$ cat config.mk
export PLATFORM = sky130hd
export DESIGN_NAME = status_cond_unit
export DESIGN_NICKNAME = d
export VERILOG_FILES = /design/src/rtl/cpu_pkg.sv /design/src/rtl/cond_eval.sv /design/src/rtl/status_cond_unit.sv
export SDC_FILE = /design/constraint.sdc
export NUM_CORES = 1
export LEC_CHECK = 0
export CAP_MARGIN = 30
export CORE_UTILIZATION = 35
export DETAILED_ROUTE_END_ITERATION = 8
export DONT_BUFFER_PORTS = 1
export PLACE_DENSITY = 0.52
export SETUP_SLACK_MARGIN = 0.1
export SLEW_MARGIN = 20
export SYNTH_ARGS = -nofsm -noshare
export SYNTH_HDL_FRONTEND = slang
export SYNTH_HIERARCHICAL = 1
export SYNTH_SLANG_ARGS = --single-unit
$ cat constraint.sdc
create_clock -name clk -period 2.9 [get_ports clk]
set_clock_uncertainty 0.15 [all_clocks]
set_input_delay 0.58 -clock clk [delete_from_list [all_inputs] [get_ports clk]]
set_output_delay 0.58 -clock clk [all_outputs]
set_load 0.01 [all_outputs]
$ cat src/rtl/cpu_pkg.sv
// Shared CPU definitions: instruction condition-field encodings and NZCV bit positions.
package cpu_pkg;

  typedef enum logic [3:0] {
    COND_EQ = 4'b0000,
    COND_NE = 4'b0001,
    COND_CS = 4'b0010,
    COND_CC = 4'b0011,
    COND_MI = 4'b0100,
    COND_PL = 4'b0101,
    COND_VS = 4'b0110,
    COND_VC = 4'b0111,
    COND_HI = 4'b1000,
    COND_LS = 4'b1001,
    COND_GE = 4'b1010,
    COND_LT = 4'b1011,
    COND_GT = 4'b1100,
    COND_LE = 4'b1101,
    COND_AL = 4'b1110,
    COND_NV = 4'b1111
  } cond_e;

  localparam int FLAG_N = 3;
  localparam int FLAG_Z = 2;
  localparam int FLAG_C = 1;
  localparam int FLAG_V = 0;

endpackage

$ cat src/rtl/cond_eval.sv
// Combinational condition check: decides whether a 4-bit condition field passes
// for a given set of NZCV flags. Shared with the branch unit.
module cond_eval
  import cpu_pkg::*;
(
  input  logic [3:0] cond,
  input  logic [3:0] nzcv,
  output logic       pass
);

  logic n, z, c, v;

  assign n = nzcv[FLAG_N];
  assign z = nzcv[FLAG_Z];
  assign c = nzcv[FLAG_C];
  assign v = nzcv[FLAG_V];

  always_comb begin
    pass = 1'b0;
    case (cond_e'(cond))
      COND_EQ: pass = z;
      COND_NE: pass = !z;
      COND_CS: pass = c;
      COND_CC: pass = !c;
      COND_MI: pass = n;
      COND_PL: pass = !n;
      COND_VS: pass = v;
      COND_VC: pass = !v;
      COND_HI: pass = c && !z;
      COND_LS: pass = !c || z;
      COND_GE: pass = (n == v);
      COND_LT: pass = (n != v);
      COND_GT: pass = !z && (n == v);
      COND_LE: pass = z || (n != v);
      COND_AL: pass = 1'b1;
      COND_NV: pass = 1'b0;
      default: pass = 1'b0;
    endcase
  end

endmodule

$ cat src/rtl/status_cond_unit.sv
// Status register with a one-entry pending flag stage, ALU carry-in supply and
// decode-stage condition evaluation using the newest in-flight flags.
module status_cond_unit
  import cpu_pkg::*;
(
  input  logic       clk,
  input  logic       rst_n,
  input  logic       ex_valid,
  input  logic       ex_s,
  input  logic       alu_n,
  input  logic       alu_z,
  input  logic       alu_c,
  input  logic       alu_v,
  input  logic       stall,
  input  logic       flush,
  input  logic [3:0] id_cond,
  output logic       cond_true,
  output logic       alu_cin,
  output logic [3:0] psr_nzcv,
  output logic       pend_valid
);

  logic [3:0] pend_nzcv;
  logic [3:0] ex_nzcv;
  logic [3:0] fwd_nzcv;
  logic       ex_sets_flags;

  assign ex_nzcv       = {alu_n, alu_z, alu_c, alu_v};
  assign ex_sets_flags = ex_valid && ex_s;

  // Flush outranks stall; otherwise commit and capture may happen together.
  always_ff @(posedge clk or negedge rst_n) begin
    if (!rst_n) begin
      psr_nzcv   <= 4'b0000;
      pend_nzcv  <= 4'b0000;
      pend_valid <= 1'b0;
    end else if (flush) begin
      pend_valid <= 1'b0;
    end else if (!stall) begin
      if (pend_valid) begin
        psr_nzcv <= pend_nzcv;
      end
      if (ex_sets_flags) begin
        pend_nzcv  <= ex_nzcv;
        pend_valid <= 1'b1;
      end else begin
        pend_valid <= 1'b0;
      end
    end
  end

  always_comb begin
    fwd_nzcv = psr_nzcv;
    if (ex_sets_flags && !flush) begin
      fwd_nzcv = ex_nzcv;
    end else if (pend_valid) begin
      fwd_nzcv = pend_nzcv;
    end
  end

  // Carry-in deliberately ignores the EX flags to avoid a loop through the ALU.
  assign alu_cin = pend_valid ? pend_nzcv[FLAG_C] : psr_nzcv[FLAG_C];

  cond_eval u_cond_eval (
    .cond (id_cond),
    .nzcv (fwd_nzcv),
    .pass (cond_true)
  );

endmodule

==> Word-level counts from Yosys, hierarchy flattened <==
Cells that the tools add are included.
{ "classes": {"n_addsub": 0, "multipliers": 0, "n_div": 0, "magnitude_cmp": 0, "n_eq_ne": 18, "shifts": 0, "mux": 7, "bitwise": 2, "reduce_logical": 14} }
{ "ops": {"columns": ["op", "count"], "rows": [
  ["4-bit equality test, second input constant", 8],
  ["4-bit by 3-bit equality test with 1-bit output, second input constant", 4],
  ["1-bit one-hot mux with 16 select lines", 1],
  ["4-bit by 2-bit equality test with 1-bit output, second input constant", 2],
  ["4-bit two-way mux", 2],
  ["1-bit zero test", 5],
  ["4-bit by 1-bit equality test with 1-bit output, second input constant", 1],
  ["1-bit logical AND", 4],
  ["4-bit zero test", 1],
  ["1-bit two-way mux", 4],
  ["3-bit AND reduction", 1],
  ["1-bit logical OR", 2],
  ["2-bit by 1-bit != test with 1-bit output, second input constant", 1],
  ["1-bit inverter", 2],
  ["2-bit AND reduction", 1],
  ["1-bit equality test", 1],
  ["1-bit != test", 1]
]} }
{ "totals": {"regBits": 9, "latch_bits": 0, "mem_bits_rw": 0, "rom_bits": 0, "in_bits": 14, "output_inout_bits": 7, "word_cells": 44, "n_memories": 0} }

==> Logic depth before layout (Yosys ltp) <==
{ "logic_depth": {"word_depth": 6, "mapped_depth": 7, "depth_no_buf": 7} }

==> Modules after synthesis <==
The synthesis kept the hierarchy.
{ "by_module_without_submodules": {"columns": ["mod", "instances", "cells_per_inst", "area_each_um2", "seq_area_each_um2"], "rows": [
  ["status_cond_unit", 1, 31, 479.2, 225.2],
  ["cond_eval", 1, 23, 155.1, 0.0]
]} }

==> Least setup slack after synthesis <==
OpenSTA, ideal clock, no wires.
{ "synth_path": {"kind": "input to output", "startpoint": "input flush", "endpoint": "output cond_true", "t_arrival_ps": 2091, "required_time_ps": 2170, "setup_slack_ps": 79, "cell_stages": 7, "n_path_buf": 0, "cell_sequence": "nand3b_1 -> mux2_2 -> xor2_1 -> xor2_1 -> a2111oi_1 -> a311oi_1 -> o22ai_1"} }
{ "synth_between": {"elab_chain_len": 6, "elab_cells_between_ends": 14, "classes_between": "eq/ne: 2; mux: 2; reduce/logical: 10"} }
{ "synth_rtl": {"columns": ["item", "line_no", "rtl"], "rows": [
  ["start, declared", "status_cond_unit.sv:15", "input logic flush,"],
  ["1-bit zero test (*)", "status_cond_unit.sv:54", "if (ex_sets_flags && !flush) begin"],
  ["1-bit logical AND (*)", "status_cond_unit.sv:54", null],
  ["4-bit two-way mux (*)", "status_cond_unit.sv:54", null],
  ["named net fwd_nzcv[3]", "status_cond_unit.sv:25", "logic [3:0] fwd_nzcv;"],
  ["1-bit != test / 1-bit equality test (equally long branches)", null, null],
  ["1-bit logical OR / 1-bit logical AND (equally long branches)", "cond_eval.sv:34, cond_eval.sv:33", null],
  ["1-bit one-hot mux with 16 select lines (*)", "cond_eval.sv:20", "case (cond_e'(cond))"],
  ["end, declared", "status_cond_unit.sv:17", "output logic cond_true,"]
]} }
Mark *: on every way through the listed nets, which the timed path passes. The rest lies on a longest branch.

==> Worst setup path in the final report <==
{ "layout_path": {"startpoint": "register pend_valid", "endpoint": "output cond_true"} }
{ "layout_between": {"elab_chain_len": 5, "elab_cells_between_ends": 13, "classes_between": "eq/ne: 2; mux: 3; reduce/logical: 8"} }
{ "layout_rtl": {"columns": ["item", "line_no", "rtl"], "rows": [
  ["start, declared", "status_cond_unit.sv:20", "output logic pend_valid"],
  ["start signal, assigned", "status_cond_unit.sv:36", "pend_valid <= 1'b0;"],
  ["start signal, assigned", "status_cond_unit.sv:38", "pend_valid <= 1'b0;"],
  ["start signal, assigned", "status_cond_unit.sv:45", "pend_valid <= 1'b1;"],
  ["4-bit two-way mux (*)", null, null],
  ["4-bit two-way mux (*)", "status_cond_unit.sv:54", null],
  ["named net fwd_nzcv[0]", "status_cond_unit.sv:25", null],
  ["1-bit != test / 1-bit equality test (equally long branches)", null, null],
  ["1-bit logical OR / 1-bit logical AND (equally long branches)", "cond_eval.sv:34, cond_eval.sv:33", null],
  ["1-bit one-hot mux with 16 select lines (*)", "cond_eval.sv:20", null]
]} }
Marked as above.

==> run metrics <==
outcome finished, violations left; failing checks negative setup slack; detailed-route via count between 400 and 500; DRT Pass-1 Iters 4; DR vias/cell between 5 and 6; unrepaired setup endpoints after global routing true; Sequential Area 225 µm²; initial antenna violation count 0; cell area after synthesis 634 µm²; Yosys reg bits 9; Final Slew Violations 0; GPL Wtd Cong 0.680; min cycle time layout between 3 and 4 ns; Max Fclk 0.326 GHz; clock root buffer clkbuf_4; CTS sink cnt 9; HP Class input port to flop; worst hold margin 0.323 ns; Wirelength per Cell 14.9 µm; Slew @ Worst Pin 0.414 ns; Initial Util 37.1%; CTS buffer count 3; FF-to-FF setup slack 1.42 ns; die area 0.00199 mm²; multi-input logic area 455 µm²; FFs w/ async S/R, synth 100%; EDFF count, synth 0; vias in the first global route 485; top post-synthesis cells by count 12 x mux2_2, 9 x dfrtp_1, 4 x mux2_4; DIE HEIGHT 44.6 µm; # H-tree levels 1; WP data arrival about 2.3 ns; Placed Cells just over 80; FF-to-FF path depth 3; final hold vios 0; Mapped Cells 54; first-pass GRT wire length about 1.9 mm; DR iter-0 viols 8; pre-CTS WS -0.0242 ns; fraction of layout cells with a size suffix above 1 51.6%; Seq/Total Area, Yosys 35.5%; GRT Overall Usage a little over an eighth; most frequent cell after synthesis mux2_2; Area Overhead vs Synth 25.6%; min-delay src alu_v; distinct cell type count after synthesis 25; area leader, netlist dfrtp_1; Yosys warnings 6; clock latency at the later pin of the worst-skew pair 0.25 ns; WP data required 2.17 ns; HPWL Detailed roughly 950 µm; crit start category flop; worst hold stages 1; ys flop type dfrtp_1; row count 15; Layout Nets 77; GRT overflow 0; Post-DP Area ~700 µm²; Reg-to-Reg End psr_nzcv[0]; crit path kind flop to primary output; Max Buffers Root-to-Sink 2; worst setup margin -0.164 ns; DIE WIDTH 44.6 µm; FILL cells 154; I/O Pins 21; slew margin rel. ~72%; worst vdd ir 0.210 mV; Final Cycle Share 106%; clock-pin slew on the worst setup and hold paths 0.06 ns; Fin Setup TNS -0.164 ns; worst-path maximum fanout 3; CTS tree built; Net Count, Synth 68; Worst setup EP type primary output; non-filler cells, final 87; number of routed nets with antenna violations 0; area fraction of the dominant cell type after synthesis 35.5%; drt drc 0; Leakage Power 0.346 nW; Core Footprint approximately 0.0017 mm²; final setup fails 1; PD cells 652 mW/mm²; antenna cells 0; Final Instance Area 797 µm²; final wirelength between 1 and 1.5 mm; Hold EP pend_nzcv[0]; Port Buffers 0; r2r startpoint pend_valid; Max-Cap Viols 0; largest cells by area after synthesis dfrtp_1 36%, mux2_2 21%, mux2_4 9.5%, xor2_1 4.1%, nor3b_4 3.0%; largest net degree at the start of global routing 10; syn avg cell area 11.7 µm²
[metrics by stage]
step | power [mW] | utilization [%]
3_3_place_gp | 0.361 | 40.1
6_report | 0.520 | 46.7
4_1_cts | 0.475 | 43.3
3_5_place_dp | 0.361 | 40.1
5_1_grt | 0.557 | 46.7
2_1_floorplan | 0.327 | -
[worst max-delay path, cell delays in order (launching register included)]
cell and delay [ns]:
dfrtp_1 0.43, mux2_4 0.32, mux2_4 0.30, xor2_4 0.19, xor2_1 0.15, a2111oi_2 0.36
a311oi_1 0.09, o22ai_1 0.23
[state kept, by name, summed over array words and instances (netlist names)]
register	count
pend_valid	1
pend_nzcv	4
psr_nzcv	4
[what timing repair did]
action	in CTS	in global routing
hold buffers	1	0
pin swaps	3	4
setup endpoints to repair	1	1
buffers inserted	0	1
hold endpoints to repair	9	0
gates resized for setup	4	11
[worst max path at each step]
stage / slack [ns] / depth (start not counted) / start / endpoint
floorplan: 0.08 / 7 / flush / cond_true
global placement: 0.0005 / 7 / flush / cond_true
detailed placement: -0.02 / 7 / flush / cond_true
CTS: -0.19 / 7 / pend_valid / cond_true
global route: -0.25 / 7 / pend_valid / cond_true
finish: -0.16 / 7 / pend_valid / cond_true
[layout by cell type, fill, tap and decap left out, types with 2 or more instances in the layout]
cell / n
mux2_4: 11
clkbuf_4: 3
xor2_1: 2
a21oi_1: 3
inv_1: 2
nor2_1: 2
mux2_2: 5
buf_4: 4
dfrtp_1: 9
[cells by family after synthesis]
group                  Yosys count  synth area share (%)
buffers and inverters            4                  2.96
AND/OR/NAND/NOR                 10                  12.6
XOR/XNOR                         4                  5.52
flip-flops                       9                  35.5
multiplexers                    17                  32.3
AO/OA/AOI/OAI                   10                  11.0
[area by class of cell]
type,count,area share (%)
inverters,2,0.942
multi-input cells,41,57.1
well taps,25,3.92
repair buffers,6,6.44
clock buffers,4,3.30
flip-flops and latches,9,28.3
[routing by layer]
layer  track usage [%]  up-vias  part of all wire, %
met1              14.5      216                   42
met5                 0        -                    0
li1                  -      219                    -
met4              7.27        0                  1.4
met2              23.8       15                   49
met3              3.67        2                  7.4
[report_power, final]
group | leakage, nW | internal, mW | total (mW) | switching, mW
sequential | 0.113 | 0.157 | 0.187 | 0.0308
combinational | 0.218 | 0.141 | 0.239 | 0.0976
clock | 0.0150 | 0.0528 | 0.0931 | 0.0403
total | 0.346 | 0.351 | 0.520 | 0.169
Note: power is estimated with default switching activity, not from simulation.
